### src/rtl/io_pkg.sv
// io_pkg: shared register offsets, bit positions and reset values for the IO window blocks
package io_pkg;
  typedef enum logic [1:0] {
    SEG_SHADOW = 2'd0,
    SEG_CTRL   = 2'd1,
    SEG_STATUS = 2'd2,
    SEG_ACTIVE = 2'd3
  } seg_reg_e;
  localparam int CTRL_EN = 0;
  localparam int CTRL_LZB = 1;
  localparam int CTRL_DP_LSB = 8;
  localparam int STAT_FRAME_DONE = 0;
  localparam int STAT_PENDING = 1;
  localparam logic [31:0] CTRL_RESET = 32'h0000_0001;
  // Only EN, LZB and the DP mask are implemented; everything else reads back 0.
  localparam logic [31:0] CTRL_MASK = 32'h0000_FF03;
endpackage

### src/rtl/seg7_display_ctrl_if.sv
// seg7_display_ctrl_if: IO-window bus between the data-memory decoder and the display controller
//   we     write strobe, one cycle per store
//   addr   word offset within the block's window
//   wdata  store data
//   rdata  load data, combinational from addr
interface seg7_display_ctrl_if;
  logic we;
  logic [1:0] addr;
  logic [31:0] wdata;
  logic [31:0] rdata;
  modport master(output we, addr, wdata, input rdata);
  modport slave(input we, addr, wdata, output rdata);
endinterface

### src/rtl/hex_to_seg7.sv
// hex_to_seg7: hex nibble to active-low seven-segment pattern {g,f,e,d,c,b,a}
//   nib  in   4-bit value
//   seg  out  7-bit segments, 0 lights a segment
module hex_to_seg7 (
  input  logic [3:0] nib,
  output logic [6:0] seg
);
  localparam logic [6:0] FONT [16] = '{
    7'h40, 7'h79, 7'h24, 7'h30, 7'h19, 7'h12, 7'h02, 7'h78,
    7'h00, 7'h10, 7'h08, 7'h03, 7'h46, 7'h21, 7'h06, 7'h0E
  };
  assign seg = FONT[nib];
endmodule

### src/rtl/seg7_display_ctrl.sv
// seg7_display_ctrl: memory-mapped, double-buffered 8-digit common-anode seven-segment scanner
//   clk    system clock
//   reset  asynchronous active-high reset
//   bus    IO-window slave port (we/addr/wdata in, rdata out)
//   AN     digit anodes, active low
//   DP     decimal point, active low
//   A2G    segments {g,f,e,d,c,b,a}, active low
module seg7_display_ctrl
  import io_pkg::*;
#(
  parameter int SCAN_DIV = 100000,
  parameter int DIGITS = 8
) (
  input  logic                clk,
  input  logic                reset,
  seg7_display_ctrl_if.slave  bus,
  output logic [7:0]          AN,
  output logic                DP,
  output logic [6:0]          A2G
);
  localparam int CW = $clog2(SCAN_DIV);
  logic [CW-1:0] cnt;
  logic [2:0] idx;
  logic [31:0] shadow, active, ctrl;
  logic frame_done, pending;
  logic en, tc, wrap, wr_sh, wr_ctrl, wr_stat, blank;
  logic [3:0] nib;
  logic [6:0] seg;
  assign en = ctrl[CTRL_EN];
  assign tc = en && cnt == CW'(SCAN_DIV - 1);
  assign wrap = tc && idx == 3'(DIGITS - 1);
  assign wr_sh = bus.we && bus.addr == SEG_SHADOW;
  assign wr_ctrl = bus.we && bus.addr == SEG_CTRL;
  assign wr_stat = bus.we && bus.addr == SEG_STATUS;
  assign nib = active[{idx, 2'b00} +: 4];
  // Leading-zero blanking: a digit goes dark when it and every digit above it are zero.
  assign blank = !en || (ctrl[CTRL_LZB] && idx != 3'd0 && (active >> {idx, 2'b00}) == 32'd0);
  assign bus.rdata = bus.addr == SEG_SHADOW ? shadow :
                     bus.addr == SEG_CTRL   ? ctrl :
                     bus.addr == SEG_STATUS ? {30'b0, pending, frame_done} : active;
  hex_to_seg7 u_font (.nib(nib), .seg(seg));
  always_ff @(posedge clk or posedge reset) begin
    if (reset) begin
      cnt <= '0;
      idx <= '0;
      shadow <= '0;
      active <= '0;
      ctrl <= CTRL_RESET;
      frame_done <= 1'b0;
      pending <= 1'b0;
      AN <= 8'hFF;
      A2G <= 7'h7F;
      DP <= 1'b1;
    end else begin
      cnt <= (!en || tc) ? '0 : cnt + 1'b1;
      idx <= !en ? '0 : tc ? idx + 1'b1 : idx;
      // The copy uses the pre-write shadow, so a store on the wrap cycle waits for the next frame.
      if (!en || wrap) active <= shadow;
      if (wr_sh) shadow <= bus.wdata;
      if (wr_ctrl) ctrl <= bus.wdata & CTRL_MASK;
      pending <= wr_sh || (pending && en && !wrap);
      frame_done <= wrap || (frame_done && !(wr_stat && bus.wdata[STAT_FRAME_DONE]));
      AN <= blank ? 8'hFF : ~(8'd1 << idx);
      A2G <= blank ? 7'h7F : seg;
      DP <= blank ? 1'b1 : ~ctrl[CTRL_DP_LSB + idx];
    end
  end
endmodule

### src/flat_wrapper.sv
// flat-port wrapper written by rule: the top's interface ports become plain ports
module seg7_display_ctrl_flat import io_pkg::*;
#(
  parameter int SCAN_DIV = 100000,
  parameter int DIGITS = 8
)
  (clk, reset, AN, DP, A2G, bus_we, bus_addr, bus_wdata, bus_rdata);
  seg7_display_ctrl_if bus_i ();
  input  logic clk;
  input  logic reset;
  output logic [7:0] AN;
  output logic DP;
  output logic [6:0] A2G;
  input wire logic [$bits(bus_i.we)-1:0] bus_we;
  input wire logic [$bits(bus_i.addr)-1:0] bus_addr;
  input wire logic [$bits(bus_i.wdata)-1:0] bus_wdata;
  output wire logic [$bits(bus_i.rdata)-1:0] bus_rdata;
  assign bus_i.we = bus_we;
  assign bus_i.addr = bus_addr;
  assign bus_i.wdata = bus_wdata;
  assign bus_rdata = bus_i.rdata;
  seg7_display_ctrl #(.SCAN_DIV(SCAN_DIV), .DIGITS(DIGITS)) u_core (.clk(clk), .reset(reset), .bus(bus_i), .AN(AN), .DP(DP), .A2G(A2G));
endmodule
### config.mk
export PLATFORM = sky130hd
export DESIGN_NAME = seg7_display_ctrl_flat
export DESIGN_NICKNAME = d
export VERILOG_FILES = /design/src/rtl/io_pkg.sv /design/src/rtl/seg7_display_ctrl_if.sv /design/src/rtl/hex_to_seg7.sv /design/src/rtl/seg7_display_ctrl.sv /design/src/flat_wrapper.sv
export SDC_FILE = /design/constraint.sdc
export NUM_CORES = 1
export LEC_CHECK = 0
export ABC_AREA = 1
export CAP_MARGIN = 20
export CORE_MARGIN = 2
export CORE_UTILIZATION = 57
export DETAILED_ROUTE_END_ITERATION = 6
export HOLD_SLACK_MARGIN = 0.05
export PLACE_DENSITY = 0.82
export RECOVER_POWER = 50
export SYNTH_ARGS = -nofsm -noshare
export SYNTH_HDL_FRONTEND = slang
export SYNTH_SLANG_ARGS = --single-unit
### constraint.sdc
create_clock -name clk -period 5.9 [get_ports clk]
set_clock_uncertainty 0.15 [all_clocks]
set_input_delay 1.18 -clock clk [delete_from_list [all_inputs] [get_ports clk]]
set_output_delay 1.18 -clock clk [all_outputs]
set_load 0.02 [all_outputs]
After elaboration in Yosys (flattened, before gate mapping)

Memory sizes are Yosys's and may differ from the RTL's.
Index checks and enable logic that the tools add are counted.

Register bits: 112
ROM bits: 112
Bits of input ports: 37
Output and inout bits: 48
Word-level logic and storage cells: 62
Memories: 1

$add $sub $neg: 3
Order comparisons: 2
Equal/unequal tests: 5
Shifts and indexed selects: 3
Multiplexer cells: 13
Bitwise operators: 3
Reduce and logical (&&, ||, !) cells: 22

Memory list:

| name             | words | bits a word | rd ports | clocked after Yosys merged registers in | write ports | line              | RTL |
|---|---|---|---|---|---|---|---|
| (name not given) | 16    | 7           | 1        | 0                                       | 0           | hex_to_seg7.sv:12 | `assign seg = FONT[nib];` |

Operators with widths:

| cell                                                        | number |
|---|---|
| two-way mux 32 bit                                          | 3 |
| zero test 32 bit                                            | 1 |
| less-than comparator 32 x 6 -> 1 bit, second input constant | 1 |
| variable part select 32 x 6 -> 4 bit                        | 1 |
| right shift 32 x 5 -> 32 bit                                | 1 |
| two-way mux 7 bit                                           | 3 |
| adder 17 x 1 -> 17 bit, second input constant               | 1 |
| equality test 17 bit, second input constant                 | 1 |
| two-way mux 17 bit                                          | 1 |
| logical AND 1 bit                                           | 11 |
| two-way mux 8 bit                                           | 1 |
| NOT 8 bit                                                   | 1 |
| << shifter 1 x 3 -> 8 bit, first input constant             | 1 |
| two-way mux 3 bit                                           | 2 |
| adder 4 x 3 -> 5 bit, first input constant                  | 1 |
| binary-select mux 1 bit (select 5 bit)                      | 1 |
| greater-or-equal comparator 5 bit, second input constant    | 1 |
| logical OR 1 bit                                            | 5 |
| NOT 4 -> 5 bit                                              | 1 |
| adder 3 x 1 -> 3 bit, second input constant                 | 1 |
| equality test 3 bit, second input constant                  | 1 |
| zero test 1 bit                                             | 3 |
| nonzero test 3 bit                                          | 1 |
| equality test 2 x 1 -> 1 bit, second input constant         | 1 |
| 5 further kinds                                             | 6 |

Depth between registers and ports, before layout

Word-level depth: 6
Depth in mapped cells: 18
Gate-level depth less buffers: 15

Modules after synthesis

Synthesis repeated with hierarchy kept, for this count alone.

Cell total of the unflattened synthesis: 792
Area, all modules: 6200.9 um^2

By module, submodules not included:

| module            | times used | cells each | area an instance (um^2) | seq. area each (um^2) |
|---|---|---|---|---|
| seg7_display_ctrl | 1          | 743        | 5926.9                  | 2824.0 |
| hex_to_seg7       | 1          | 49         | 274.0                   | 0.0 |

Least setup slack after synthesis

OpenSTA, ideal clock, no wires.

Kind: input-to-output
Start point: in bus_addr[0]
End point: out bus_rdata[16]
Arrival: 2008 ps
Required time: 4570 ps
Slack: 2562 ps
Stages on the path: 4
Path buffers: 1
Cells stage by stage: nor2_1 inv_1 clkbuf_1 o22ai_1

Cells in the longest elaborated chain, start to end: 4
Elaborated cells on any way between the ends: 6
Those cells by class: 2 x eq/ne; 3 x mux; 1 x reduce/logical

RTL lines:

| element              | line                    | RTL |
|---|---|---|
| from (decl)          | flat_wrapper.sv:15      | `input wire logic [$bits(bus_i.addr)-1:0] bus_addr;` |
| equality test 2 bit  | seg7_display_ctrl.sv:40 | `bus.addr == SEG_STATUS ? {30'b0, pending, frame_done} : active;` |
| two-way mux 32 bit   | seg7_display_ctrl.sv:40 |  |
| two-way mux 32 bit   | seg7_display_ctrl.sv:39 | `bus.addr == SEG_CTRL ? ctrl :` |
| two-way mux 32 bit * | seg7_display_ctrl.sv:38 | `assign bus.rdata = bus.addr == SEG_SHADOW ? shadow :` |
| to (decl)            | flat_wrapper.sv:17      | `output wire logic [$bits(bus_i.rdata)-1:0] bus_rdata;` |

Mark *: on every way between the ends. The rest lies on a longest branch, timed or not.

Final worst setup path

Start point: in bus_addr[1]
End point: out bus_rdata[14]

Same word-level chain as after synthesis.

==> flow_summary_export.csv <==
group,metric,value,unit
logic_synthesis,synth_simple_gate_area_share,25.84,%
global_route,antenna_found_initial,0,
sta,hold_viol_final,0,
logic_synthesis,synth_edf_count,0,
critical_path,required,4570,ps
global_route,busiest_layer,"met2",
layout,multi_input_area,0.002651,mm2
sta,fin_crit_sh,79.69,%
global_route,grt_first_pass_wirelength,23750,um
clocking,h-tree-depth,3,
critical_path,worst_setup_path_start_kind,"input port",
flow_run,maxCapViolCount,2,
global_route,met3_usage,4.073,%
floorplan,dieWidth,107,um
global_route,grt_use_met1,34.13,%
layout,register_area,0.002824,mm2
layout,nets,876,
critical_path,r2r_cells,7,
sta,fin_crit,4702,ps
power_and_ir_drop,p_per_area,286.2,mW/mm2
outcome,violations,"max-capacitance violations, max-slew violations",
sta,finalMaxSlewViolations,129,
worst_hold_path,hold_start,"u_core.cnt[0]",
power_and_ir_drop,peakVddDrop,0.1635,mV
logic_synthesis,syn_avg_cell_area,7.946,um2
route,drt_iter0_markers,357,
logic_synthesis,synth_area,0.006047,mm2
sta,tns,0,ps
floorplan,start_util,58.57,%
clocking,cts_sinks,112,
critical_path,critPathKind,"input port to primary output",
layout,mostFrequentLayoutCell,"nand2_1",
logic_synthesis,muxShareOfSynthArea,2.048,%
place,dp_hpwl,10190,um
clocking,cts_buffer_depth,2,
layout,final_cells,967,
logic_synthesis,ys_seq_area_share,46.70,%
sta,worst_pin_slew,2666,ps
worst_hold_path,hold_depth,1,
clocking,holdBufCountCts,0,
logic_synthesis,synth-xor-area-share,0.7242,%
global_route,grt_overflow,0,
layout,fillers,849,
logic_synthesis,synth_adder_area_share,2.690,%
sta,max_freq,0.2127,GHz
logic_synthesis,async_flop_share,100.0,%
clocking,cts_setup_buffers,0,
logic_synthesis,ys_warn_count,0,
sta,grt_setup_unrepaired,"no",
logic_synthesis,syn_nets,811,
layout,drive_gt1_share,8.905,%
sta,relSlewSlack,-78.71,%
global_route,grt_pass1_vias,5120,
logic_synthesis,synth-compound-area-share,12.54,%
logic_synthesis,yosys_register_bits,112,
power_and_ir_drop,leakage,3.284,nW
logic_synthesis,synth_flop_cell,"dfrtp_1",
clocking,insertion_delay,370,ps
clocking,ctsResizeCount,0,
global_route,grt_start_max_net_pins,66,
critical_path,end_kind,"primary output",
critical_path,path_max_fanout,11,
floorplan,die_h,107,um
route,via_per_inst,5.431,
logic_synthesis,synthCells,761,
critical_path,rr_startpoint,"u_core.idx[0]",
floorplan,coreArea,0.01032,mm2
logic_synthesis,synth_top_family_by_area,"simple AND/OR/NAND/NOR gates",
outcome,status,"complete, but fails checks",
floorplan,io-pin-count,85,
critical_path,critPathArrivalTime,3370,ps
route,drc,0,
clocking,clockRootBuffer,"clkbuf_8",
route,firstDrtPassIters,5,
floorplan,rows,37,
sta,setup_viol,0,
critical_path,rrSetupSlack,1380,ps
global_route,track_usage,25.75,%
place,gp_congestion,0.9110,
worst_hold_path,min_to,"u_core.cnt[0]",
clocking,numCtsBuffers,9,
place,numPortBuffers,84,
clocking,tritoncts,"yes",
layout,final_cell_mix,"202 x nand2_1, 95 x dfrtp_1, 89 x inv_1, 82 x o21ai_0, 82 x clkdlybuf4s50_1",
floorplan,dieArea,0.01145,mm2
layout,syn_to_final_growth,16.78,%
worst_hold_path,min_path_type,"register to register",
critical_path,r2r_end,"u_core.active[30]",
global_route,met2_usage,43.18,%
clocking,path_clk_slew,100,ps
route,wl_per_cell,14.14,um
route,antenna_left,0,
layout,diodes,0,
logic_synthesis,synth_cell_types,38,
place,placed_cells,951,
route,wl,13680,um
route,num_vias,5252,
[critical path, cell delays in order]
cell,delay [ps]
dlygate4sd3_1,600
nor2_1,630
nand2_1,160
o211ai_1,160
clkdlybuf4s50_1,650
[how the worst max path moves through the flow]
stage	start	end	slack, ps	cells after the start
floorplan	reset	u_core.active[0]	1640	1
global placement	bus_addr[0]	bus_rdata[1]	1410	6
detailed placement	bus_addr[0]	bus_rdata[14]	1260	6
CTS	bus_addr[0]	bus_rdata[14]	1250	6
global route	u_core.idx[0]	u_core.active[9]	810	7
finish	bus_addr[1]	bus_rdata[14]	1200	5
[report_power, final]
part           total [W]  switching, W  internal, W
Sequential      0.000988     0.0000875     0.000901
Clock           0.000418      0.000251     0.000167
Combinational   0.000615      0.000368     0.000247
Total            0.00202      0.000707      0.00131
[flip-flops by register name (all words and copies together) (netlist names)]
signal	flops
u_core.AN	8
u_core.cnt	17
u_core.active	32
u_core.A2G	7
u_core.pending	1
u_core.idx	3
u_core.shadow	32
u_core.DP	1
u_core.ctrl	10
u_core.frame_done	1
[cells by family (layout without fill, tap and decap cells)]
group	count (synthesis)	in the layout
simple gates	351	351
flops	112	112
fa+ha+maj	13	13
mux	11	11
compound gates	138	138
buf+inv	131	201
xor+xnor	5	5
[synthesized netlist by cell type, types with 2 or more instances]
| cell | number | area share (%) |
|---|---|---|
| o21ai_1 | 7 | 0.58 |
| xor2_1 | 5 | 0.72 |
| dfstp_2 | 17 | 7.4 |
| nor4_1 | 3 | 0.31 |
| nand4_1 | 6 | 0.62 |
| nor2_1 | 55 | 3.4 |
| inv_2 | 2 | 0.12 |
| ha_1 | 13 | 2.7 |
| o22ai_1 | 14 | 1.4 |
| nand3_1 | 43 | 3.6 |
| mux2_2 | 11 | 2.0 |
| nor3b_1 | 3 | 0.37 |
| buf_1 | 4 | 0.25 |
| dfrtp_1 | 95 | 39 |
| nand3b_1 | 3 | 0.37 |
| buf_6 | 5 | 0.93 |
| nand2_1 | 202 | 13 |
| nand3_2 | 14 | 2.3 |
| clkbuf_1 | 16 | 0.99 |
| nand2_2 | 6 | 0.62 |
| buf_2 | 6 | 0.50 |
| o21ai_0 | 81 | 6.7 |
| nor2_2 | 2 | 0.21 |
| a21oi_1 | 18 | 1.5 |
| nor3_1 | 10 | 0.83 |
| o2111ai_1 | 2 | 0.29 |
| inv_1 | 90 | 5.6 |
| buf_4 | 5 | 0.62 |
| o211ai_1 | 14 | 1.7 |
[layout make-up]
class | instances | share of cell area [%]
Clock buffer | 12 | 2.055
Clock inverter | 4 | 0.4075
Sequential cell | 112 | 39.99
Tap cell | 136 | 2.410
Inverter | 94 | 5.085
Timing Repair Buffer | 91 | 12.51
Multi-Input combinational cell | 518 | 37.54
[metrics by stage]
| stage | setup slack [ps] | total power (W) | hold slack (ps) | cell area [um2] | utilization (%) |
|---|---|---|---|---|---|
| after CTS | 1254 | 0.002033 | 340.5 | 7084 | 68.62 |
| after global placement | 1410 | 0.001595 | 301.6 | 6910 | 66.94 |
| final | 1198 | 0.002021 | 339.0 | 7062 | 68.40 |
| after detailed placement | 1257 | 0.001616 | 320.5 | 6910 | 66.94 |
| after floorplan | 1639 | 0.001392 | 282.9 | 6047 | - |
| after global routing | 814.3 | 0.002161 | 362.5 | 7062 | 68.40 |
[metal layers]
layer | vias to the layer above | routed length [um]
met5 | - | 0
met4 | 0 | 280
met3 | 24 | 567
met2 | 151 | 6701
met1 | 2497 | 6127
li1 | 2580 | -
(Power assumes the default switching activity.)
